## src/rtl/lsu_pkg.sv

```systemverilog
// Shared encodings for the load/store unit: RV32I memory funct3 codes, FSM state
// encodings and small access-size helpers used by the FSM and the lane steering.
package lsu_pkg;

    localparam logic [2:0] FNC_LB  = 3'b000;
    localparam logic [2:0] FNC_LH  = 3'b001;
    localparam logic [2:0] FNC_LW  = 3'b010;
    localparam logic [2:0] FNC_LBU = 3'b100;
    localparam logic [2:0] FNC_LHU = 3'b101;
    localparam logic [2:0] FNC_SB  = 3'b000;
    localparam logic [2:0] FNC_SH  = 3'b001;
    localparam logic [2:0] FNC_SW  = 3'b010;

    localparam logic [2:0] LSU_IDLE = 3'd0;
    localparam logic [2:0] LSU_REQ  = 3'd1;
    localparam logic [2:0] LSU_WAIT = 3'd2;
    localparam logic [2:0] LSU_DONE = 3'd3;
    localparam logic [2:0] LSU_EXC  = 3'd4;

    typedef enum logic [1:0] {
        SIZE_B = 2'd0,
        SIZE_H = 2'd1,
        SIZE_W = 2'd2
    } size_e;

    // Reserved encodings 011/110/111 fall through to word accesses.
    function automatic size_e access_size(input logic [2:0] funct3);
        size_e sz;
        case (funct3[1:0])
            2'b00:   sz = SIZE_B;
            2'b01:   sz = SIZE_H;
            default: sz = SIZE_W;
        endcase
        return sz;
    endfunction

    function automatic logic is_misaligned(input logic [2:0] funct3, input logic [1:0] lo);
        logic mis;
        case (access_size(funct3))
            SIZE_B:  mis = 1'b0;
            SIZE_H:  mis = lo[0];
            default: mis = (lo != 2'b00);
        endcase
        return mis;
    endfunction

    function automatic logic [1:0] natural_align(input logic [2:0] funct3, input logic [1:0] lo);
        logic [1:0] al;
        case (access_size(funct3))
            SIZE_B:  al = lo;
            SIZE_H:  al = {lo[1], 1'b0};
            default: al = 2'b00;
        endcase
        return al;
    endfunction

endpackage

```

## src/rtl/lsu_align.sv

```systemverilog
// Combinational lane steering: store byte enables / replicated store data, and
// load data right-shift plus sign/zero extension.
module lsu_align
    import lsu_pkg::*;
#(
    parameter int DWIDTH = 32
) (
    input  logic              we,
    input  logic [2:0]        funct3,
    input  logic [1:0]        addr_lo,
    input  logic [DWIDTH-1:0] wdata,
    input  logic [DWIDTH-1:0] rdata,
    output logic [3:0]        be,
    output logic [DWIDTH-1:0] lane_wdata,
    output logic [DWIDTH-1:0] rdata_ext
);

    logic [DWIDTH-1:0] shifted_s;
    logic              sext_s;

    // Lane steering and load extension for the current access size.
    always_comb begin
        shifted_s  = rdata >> {addr_lo, 3'b000};
        sext_s     = ~funct3[2];
        be         = 4'b0000;
        lane_wdata = wdata;
        rdata_ext  = shifted_s;
        case (access_size(funct3))
            SIZE_B: begin
                be         = we ? (4'b0001 << addr_lo) : 4'b0000;
                lane_wdata = {(DWIDTH/8){wdata[7:0]}};
                rdata_ext  = {{(DWIDTH-8){sext_s & shifted_s[7]}}, shifted_s[7:0]};
            end
            SIZE_H: begin
                be         = we ? (4'b0011 << addr_lo) : 4'b0000;
                lane_wdata = {(DWIDTH/16){wdata[15:0]}};
                rdata_ext  = {{(DWIDTH-16){sext_s & shifted_s[15]}}, shifted_s[15:0]};
            end
            default: begin
                be         = we ? 4'b1111 : 4'b0000;
                lane_wdata = wdata;
                rdata_ext  = shifted_s;
            end
        endcase
    end

endmodule

```

## src/rtl/lsu.sv

```systemverilog
// RV32I load/store unit: one transaction at a time over a gnt/rvalid memory port.
// Build option LSU_MISALIGN_TRAP_EN traps misaligned accesses instead of aligning them.
module lsu
    import lsu_pkg::*;
#(
    parameter int AWIDTH = 32,
    parameter int DWIDTH = 32
) (
    input  logic              clk,
    input  logic              rst,
    input  logic              req_valid,
    output logic              req_ready,
    input  logic              req_we,
    input  logic [2:0]        req_funct3,
    input  logic [AWIDTH-1:0] req_addr,
    input  logic [DWIDTH-1:0] req_wdata,
    input  logic [4:0]        req_rd,
    output logic              mem_req,
    output logic [3:0]        mem_we,
    output logic [AWIDTH-1:0] mem_addr,
    output logic [DWIDTH-1:0] mem_wdata,
    input  logic              mem_gnt,
    input  logic              mem_rvalid,
    input  logic [DWIDTH-1:0] mem_rdata,
    output logic              resp_valid,
    output logic [DWIDTH-1:0] resp_data,
    output logic [4:0]        resp_rd,
    output logic              exc_valid,
    output logic [AWIDTH-1:0] exc_addr
);

    logic [2:0]        state_r, state_n;
    logic              req_ready_r, mem_req_r, resp_valid_r;
    logic              we_r;
    logic [2:0]        funct3_r;
    logic [1:0]        addr_lo_r;
    logic [4:0]        rd_r, resp_rd_r;
    logic [3:0]        mem_we_r;
    logic [AWIDTH-1:0] mem_addr_r;
    logic [DWIDTH-1:0] mem_wdata_r, resp_data_r;
    logic              idle_s, accept_s, misalign_s, load_done_s;
    logic              al_we_s;
    logic [2:0]        al_funct3_s;
    logic [1:0]        al_lo_raw_s, al_lo_s;
    logic [3:0]        be_s;
    logic [DWIDTH-1:0] lane_wdata_s, rdata_ext_s;

    assign idle_s      = (state_r == LSU_IDLE);
    assign accept_s    = req_valid & idle_s;
    assign load_done_s = (state_r == LSU_WAIT) & mem_rvalid;

    // The aligner sees the incoming request while idle, the latched one afterwards.
    assign al_we_s     = idle_s ? req_we        : we_r;
    assign al_funct3_s = idle_s ? req_funct3    : funct3_r;
    assign al_lo_raw_s = idle_s ? req_addr[1:0] : addr_lo_r;

`ifdef LSU_MISALIGN_TRAP_EN
    assign al_lo_s    = al_lo_raw_s;
    assign misalign_s = is_misaligned(req_funct3, req_addr[1:0]);
`else
    assign al_lo_s    = natural_align(al_funct3_s, al_lo_raw_s);
    assign misalign_s = 1'b0;
`endif

    lsu_align #(.DWIDTH(DWIDTH)) u_align (
        .we         (al_we_s),
        .funct3     (al_funct3_s),
        .addr_lo    (al_lo_s),
        .wdata      (req_wdata),
        .rdata      (mem_rdata),
        .be         (be_s),
        .lane_wdata (lane_wdata_s),
        .rdata_ext  (rdata_ext_s)
    );

    // Next-state decode.
    always_comb begin
        state_n = state_r;
        case (state_r)
            LSU_IDLE: state_n = accept_s ? (misalign_s ? LSU_EXC : LSU_REQ) : LSU_IDLE;
            LSU_REQ:  state_n = mem_gnt ? (we_r ? LSU_DONE : LSU_WAIT) : LSU_REQ;
            LSU_WAIT: state_n = mem_rvalid ? LSU_DONE : LSU_WAIT;
            LSU_DONE: state_n = LSU_IDLE;
            default:  state_n = LSU_IDLE;
        endcase
    end

    // State, latched request fields and registered outputs.
    always_ff @(posedge clk or posedge rst) begin
        if (rst) begin
            state_r      <= LSU_IDLE;
            req_ready_r  <= 1'b1;
            mem_req_r    <= 1'b0;
            resp_valid_r <= 1'b0;
            we_r         <= 1'b0;
            funct3_r     <= 3'b000;
            addr_lo_r    <= 2'b00;
            rd_r         <= 5'd0;
            mem_we_r     <= 4'b0000;
            mem_addr_r   <= {AWIDTH{1'b0}};
            mem_wdata_r  <= {DWIDTH{1'b0}};
            resp_data_r  <= {DWIDTH{1'b0}};
            resp_rd_r    <= 5'd0;
        end else begin
            state_r      <= state_n;
            req_ready_r  <= (state_n == LSU_IDLE);
            mem_req_r    <= (state_n == LSU_REQ);
            resp_valid_r <= (state_n == LSU_DONE);
            resp_data_r  <= load_done_s ? rdata_ext_s : {DWIDTH{1'b0}};
            resp_rd_r    <= load_done_s ? rd_r : 5'd0;
            if (accept_s) begin
                we_r        <= req_we;
                funct3_r    <= req_funct3;
                addr_lo_r   <= req_addr[1:0];
                rd_r        <= req_rd;
                mem_we_r    <= be_s;
                mem_addr_r  <= {req_addr[AWIDTH-1:2], 2'b00};
                mem_wdata_r <= lane_wdata_s;
            end
        end
    end

`ifdef LSU_MISALIGN_TRAP_EN
    logic              exc_valid_r;
    logic [AWIDTH-1:0] exc_addr_r;

    // One-cycle misalignment report; EXC is only entered straight from an accept.
    always_ff @(posedge clk or posedge rst) begin
        if (rst) begin
            exc_valid_r <= 1'b0;
            exc_addr_r  <= {AWIDTH{1'b0}};
        end else begin
            exc_valid_r <= (state_n == LSU_EXC);
            exc_addr_r  <= (state_n == LSU_EXC) ? req_addr : {AWIDTH{1'b0}};
        end
    end

    assign exc_valid = exc_valid_r;
    assign exc_addr  = exc_addr_r;
`else
    assign exc_valid = 1'b0;
    assign exc_addr  = {AWIDTH{1'b0}};
`endif

    assign req_ready  = req_ready_r;
    assign mem_req    = mem_req_r;
    assign mem_we     = mem_we_r;
    assign mem_addr   = mem_addr_r;
    assign mem_wdata  = mem_wdata_r;
    assign resp_valid = resp_valid_r;
    assign resp_data  = resp_data_r;
    assign resp_rd    = resp_rd_r;

endmodule

```

## config.mk

```make
export PLATFORM = sky130hd
export DESIGN_NAME = lsu
export DESIGN_NICKNAME = d
export VERILOG_FILES = /design/src/rtl/lsu_pkg.sv /design/src/rtl/lsu_align.sv /design/src/rtl/lsu.sv
export SDC_FILE = /design/constraint.sdc
export NUM_CORES = 1
export LEC_CHECK = 0
export ABC_CLOCK_PERIOD_IN_PS = 6400
export CORE_ASPECT_RATIO = 0.75
export CORE_UTILIZATION = 47
export DETAILED_ROUTE_END_ITERATION = 10
export GPL_TIMING_DRIVEN = 0
export PLACE_DENSITY = 0.86
export SETUP_SLACK_MARGIN = 0.5
export SLEW_MARGIN = 40
export SYNTH_ARGS = -nofsm -noshare
export SYNTH_HDL_FRONTEND = slang
export SYNTH_HIERARCHICAL = 1
export SYNTH_SLANG_ARGS = --single-unit
```

## constraint.sdc

```tcl
create_clock -name clk -period 6.4 [get_ports clk]
set_input_delay 1.28 -clock clk [delete_from_list [all_inputs] [get_ports clk]]
set_output_delay 1.28 -clock clk [all_outputs]
set_load 0.005 [all_outputs]
```

# Word-level counts from Yosys, hierarchy flattened
# Index checks and enable logic that the tools add are counted.
word_totals:
  elab_cells: 49
  out_inout_bits: 141
  regBits: 120
classes:
  muxes: 18
  reduce_logical: 4
  n_bitwise: 5
  shift: 3
  n_eq_ne: 6
ops:
  columns: ["op", "count"]
  rows:
  - ["$pmux W32 S2", 2]
  - ["$mux W32", 1]
  - ["$shr A32 B5 Y32", 1]
  - ["$mux W4", 3]
  - ["$pmux W2 S2", 2]
  - ["$pmux W4 S2", 1]
  - ["$eq A3 B1 Y1 const B", 2]
  - ["$eq A3 B2 Y1 const B", 2]
  - ["$logic_not A3 Y1", 2]
  - ["$pmux W2 S3", 1]
  - ["$mux W5", 1]
  - ["$and A1 B1 Y1", 4]
  - ["$eq A2 B1 Y1 const B", 2]
  - ["$logic_not A2 Y1", 2]
  - ["$mux W1", 4]
  - ["$mux W2", 2]
  - ["$shl A1 B2 Y4 const A", 1]
  - ["$shl A2 B2 Y4 const A", 1]
  - ["$mux W3", 1]
  - ["$not A1 Y1", 1]

# Logic depth before layout (Yosys ltp)
depth:
  ltp_word: 10
  mapped_depth: 12
  ltp_nobuf: 9

# Cells and area by module
# Netlist, hierarchy kept.
modules_own_cells:
  columns: ["module", "instances", "cells_per_inst", "area_each_um2", "seq_area_each_um2"]
  rows:
  - ["lsu", 1, 310, 4789.6, 2979.1]
  - ["lsu_align", 1, 188, 1416.4, 0.0]

# Least setup slack after synthesis
# OpenSTA, ideal clock, no wires.
synth_timing:
  path_type: "input to register"
  from: "in req_funct3[1]"
  to: "reg mem_we_r[2], in the netlist mem_we[2]"
  t_arrival_ps: 3353
  stages: 9
  required_ps: 6275
  slack_ps: 2921
  n_path_buf: 2
  cell_sequence: "mux2_2 a21oi_1 buf_2 inv_1 buf_2 ha_1 mux2_2 o21a_1 mux2_4"
synth_between:
  elab_chain_cells: 8
  elab_cells_between_ends: 12
  cone_classes: "eq/ne (2); shift (2); mux (6); reduce/logical (2)"
synth_lines:
  columns: ["item", "line", "text"]
  rows:
  - ["start: declaration", "lsu.sv:14", "input logic [2:0] req_funct3,"]
  - ["$mux W3 (*)", "lsu.sv:54", "assign al_funct3_s = idle_s ? req_funct3 : funct3_r;"]
  - ["$eq A2 B1 Y1 / $logic_not A2 Y1 (equally long branches)", "lsu_pkg.sv:29", "case (funct3[1:0])"]
  - ["$pmux W2 S2 (*)", "lsu_pkg.sv:29", null]
  - ["$eq A2 B1 Y1 / $logic_not A2 Y1 (equally long branches)", "lsu_pkg.sv:49", "case (access_size(funct3))"]
  - ["$pmux W2 S2 (*)", "lsu_pkg.sv:49", null]
  - ["net al_lo_s[1]", "lsu.sv:44", "logic [1:0] al_lo_raw_s, al_lo_s;"]
  - ["$shl A2 B2 Y4 / $shl A1 B2 Y4 (equally long branches)", "lsu_align.sv:35, lsu_align.sv:30", null]
  - ["$mux W4, on equally long branches", "lsu_align.sv:35, lsu_align.sv:30", null]
  - ["$pmux W4 S2 (*)", "lsu_align.sv:28", "case (access_size(funct3))"]
  - ["net be_s[2]", "lsu.sv:45", "logic [3:0] be_s;"]
  - ["end signal: assignment", "lsu.sv:116", "mem_we_r <= be_s;"]
  - ["end: declaration", "lsu.sv:38", "logic [3:0] mem_we_r;"]
# Mark *: on every way through the listed nets, which the timed path passes. The rest lies on a longest branch.
# A chain may end at the register's enable or synchronous reset.

# Final worst setup path
layout_timing:
  from: "in req_funct3[1]"
  to: "reg mem_we_r[2], in the netlist mem_we[2]"
layout_between:
  elab_chain_cells: 8
  elab_cells_between_ends: 12
  cone_classes: "eq/ne (2); shift (2); mux (6); reduce/logical (2)"
layout_lines:
  columns: ["item", "line", "text"]
  rows:
  - ["$mux W3 (*)", "lsu.sv:54", null]
  - ["net al_funct3_s[1]", "lsu.sv:43", "logic [2:0] al_funct3_s;"]
  - ["$eq A2 B1 Y1 / $logic_not A2 Y1 (equally long branches)", "lsu_pkg.sv:29", null]
  - ["$pmux W2 S2 (*)", "lsu_pkg.sv:29", null]
  - ["$eq A2 B1 Y1 / $logic_not A2 Y1 (equally long branches)", "lsu_pkg.sv:49", null]
  - ["$pmux W2 S2 (*)", "lsu_pkg.sv:49", null]
  - ["net al_lo_s[1]", "lsu.sv:44", null]
  - ["$shl A2 B2 Y4 / $shl A1 B2 Y4 (equally long branches)", "lsu_align.sv:35, lsu_align.sv:30", null]
  - ["$mux W4, on equally long branches", "lsu_align.sv:35, lsu_align.sv:30", null]
  - ["$pmux W4 S2 (*)", "lsu_align.sv:28", null]
  - ["net be_s[2]", "lsu.sv:45", null]
# Marks and branches as above.

==> flow_summary.json <==
{
  "outcome": "completed",
  "core_um2": 12600,
  "p_per_area_nw_per_um2": 472,
  "antenna_left": 0,
  "setup_viol": 0,
  "antenna_found_initial": 0,
  "slew_viol_final": 0,
  "routabilityCongestion": 0.880,
  "via_per_inst": 5.01,
  "drt-pass1-iter-count": 5,
  "syn_inst": 498,
  "startpoint_type": "input port",
  "path_max_fanout": 11,
  "vdd_drop_max_v": 0.000341,
  "syn_area_per_cell_um2": 12.5,
  "worstPathArrival_ps": 4290,
  "n_antenna_cell": 0,
  "holdWs_ps": 472,
  "mostFrequentLayoutCell": "clkdlybuf4s50_1",
  "synth_edf_count": 0,
  "dp.cells": 914,
  "rsz0062_at_grt": "no",
  "yosysSeqAreaShare_pct": 48.0,
  "final_nets": 881,
  "dieWidth_um": 135,
  "cts.htree.levels": 4,
  "utilization_pct": 74.4,
  "multi_input_area_um2": 2770,
  "ys.flop_type": "dfrtp_1",
  "startpoint": "req_funct3[1]",
  "die_y_um": 102,
  "syn_to_final_growth_pct": 50.6,
  "seqCellArea_um2": 2980,
  "skew_ps": 7.79,
  "totalWireLength_um": 16600,
  "place_hpwl_um": 12300,
  "drt-wirelength-per-cell_um": 17.5,
  "clock_path_buffers": 2,
  "grt.total_usage_pct": 24.3,
  "drc": 0,
  "path_clk_slew_ps": 60,
  "setup_tns_ps": 0,
  "drive_gt1_share_pct": 30.1,
  "cts_tree": "done",
  "crit_type": "input port to flip-flop",
  "final_cell_mix": "clkdlybuf4s50_1, dfrtp_1, mux2_2",
  "grt_overflow": 0,
  "slew_headroom_pct": 55.8,
  "layoutNonFillerInstCount": 946,
  "drt_iter0_drc": 262,
  "rows": 35,
  "cts_buffers": 17,
  "port_buffers": 215,
  "root_buffer": "clkbuf_16",
  "final_hold_viol_count": 0,
  "p_leak_uw": 0.00417,
  "syn-cell-area_um2": 6210,
  "postCtsSetupBuffers": 0,
  "crit_path_end_kind": "flip-flop",
  "fp.dieArea_um2": 13700,
  "holdCritStartpoint": "rd_r[4]",
  "grt_max_degree": 66,
  "grt_pass1_vias": 4784,
  "ys_ff_latch": 119,
  "fillers": 815,
  "grt_pass1_wl_um": 25200,
  "async_flop_share_pct": 100,
  "fin_crit_sh_pct": 62.6,
  "clock.fmax_mhz": 250,
  "ys_types": 44,
  "maxCapViolations": 0,
  "p_total_uw": 4410,
  "fin_crit_ps": 4010,
  "ctsResizeCount": 0,
  "clock_sinks": 119,
  "worstPathRequired_ps": 6680,
  "r2r_start": "state_r[1]",
  "initial_utilization_pct": 49.4,
  "ios": 251,
  "worstMarginPinSlew_ps": 664,
  "vias": 4736,
  "hold_path.class": "flip-flop to flip-flop",
  "clock_latency_ps": 400,
  "hold_buffers": 0,
  "yosys_warnings": 6
}
==> cell families (layout without fill, tap and decap cells) <==
kind of cell / after synthesis / count (layout) / share of synthesized area (%)
adder cells (fa/ha/maj): 4 / 4 / 0.806
AND/OR/NAND/NOR: 100 / 100 / 8.45
flip-flops: 119 / 119 / 48.0
multiplexers: 131 / 131 / 25.4
AO/OA/AOI/OAI: 64 / 64 / 7.86
buffers and inverters: 79 / 327 / 9.38
other: 1 / 35 / 0.0604
==> cell usage after synthesis, types with 2 or more instances <==
cell,instances,area [um^2]
buf_12,3,60.1
mux2i_1,16,160
nor2_1,8,30.0
o211ai_2,10,125
o21ai_0,18,90.1
nand2_1,40,150
buf_2,8,40.0
dfrtp_1,118,2950
o211ai_1,7,52.6
o21a_1,4,30.0
a21oi_1,19,95.1
clkbuf_1,7,26.3
ha_1,4,50.1
buf_1,2,7.51
buf_6,3,33.8
mux2_2,82,923
inv_1,4,15.0
mux2_4,33,495
buf_8,2,30.0
nor2b_1,3,18.8
and2_1,37,231
buf_4,48,360
==> worst paths after layout <==
| kind | endpoint | slack [ps] | cells past startpoint |
|---|---|---|---|
| max | mem_we[2] | 2390 | 10 |
| min | resp_rd[4] | 470 | 1 |
| max reg2reg | mem_we[2] | 2900 | 11 |
| min reg2reg | resp_rd[4] | 470 | 1 |
| max in group asynchronous | req_ready | 4370 | 3 |
| min in group asynchronous | mem_addr[9] | 1320 | 2 |
==> report_power, final <==
group,leakage (uW),switching [uW],internal [uW]
combinational,0.00238,931,1270
sequential,0.00148,160,1060
clock,0.000301,342,658
==> registers in the layout (all words and copies together), names as in the netlist, 2 cells and up <==
name,cells
rd_r,5
resp_data,32
addr_lo_r,2
resp_rd,5
funct3_r,3
mem_wdata,32
mem_addr,30
mem_we,4
state_r,2
==> critical path, stage by stage <==
cell and delay (ps):
clkdlybuf4s50_1 430, mux2_2 370, a21oi_1 550, buf_2 360, inv_1 120, buf_2 220
ha_1 280, mux2_2 260, o21a_1 170, mux2_4 250
==> stage by stage <==
| step | setup slack [ps] | instance area (um^2) |
|---|---|---|
| 3_5_place_dp | 2060 | 8730 |
| 4_1_cts | 2400 | 9350 |
| 2_1_floorplan | 1960 | 6330 |
| 6_report | 2390 | 9350 |
| 5_1_grt | 2280 | 9350 |
| 3_3_place_gp | 428 | 8690 |
==> area by class of cell <==
cell class	count	share of cell area, %
plain buffers	74	6.02
clock buffers	18	4.70
clock inverters	14	1.94
inverters	5	0.281
multi-input cells	334	29.7
flip-flops and latches	119	31.9
well taps	166	2.22
repair buffers	216	23.3
==> routing by layer <==
| layer | GRT usage (%) | vias up | share of wire (%) |
|---|---|---|---|
| li1 | - | 2179 | - |
| met1 | 30.6 | 2289 | 41 |
| met2 | 40.8 | 239 | 48 |
| met3 | 7.01 | 29 | 8.5 |
| met4 | 7.17 | 0 | 1.8 |
| met5 | 0 | - | 0 |
No activity file was read; power rests on OpenSTA's default activity.
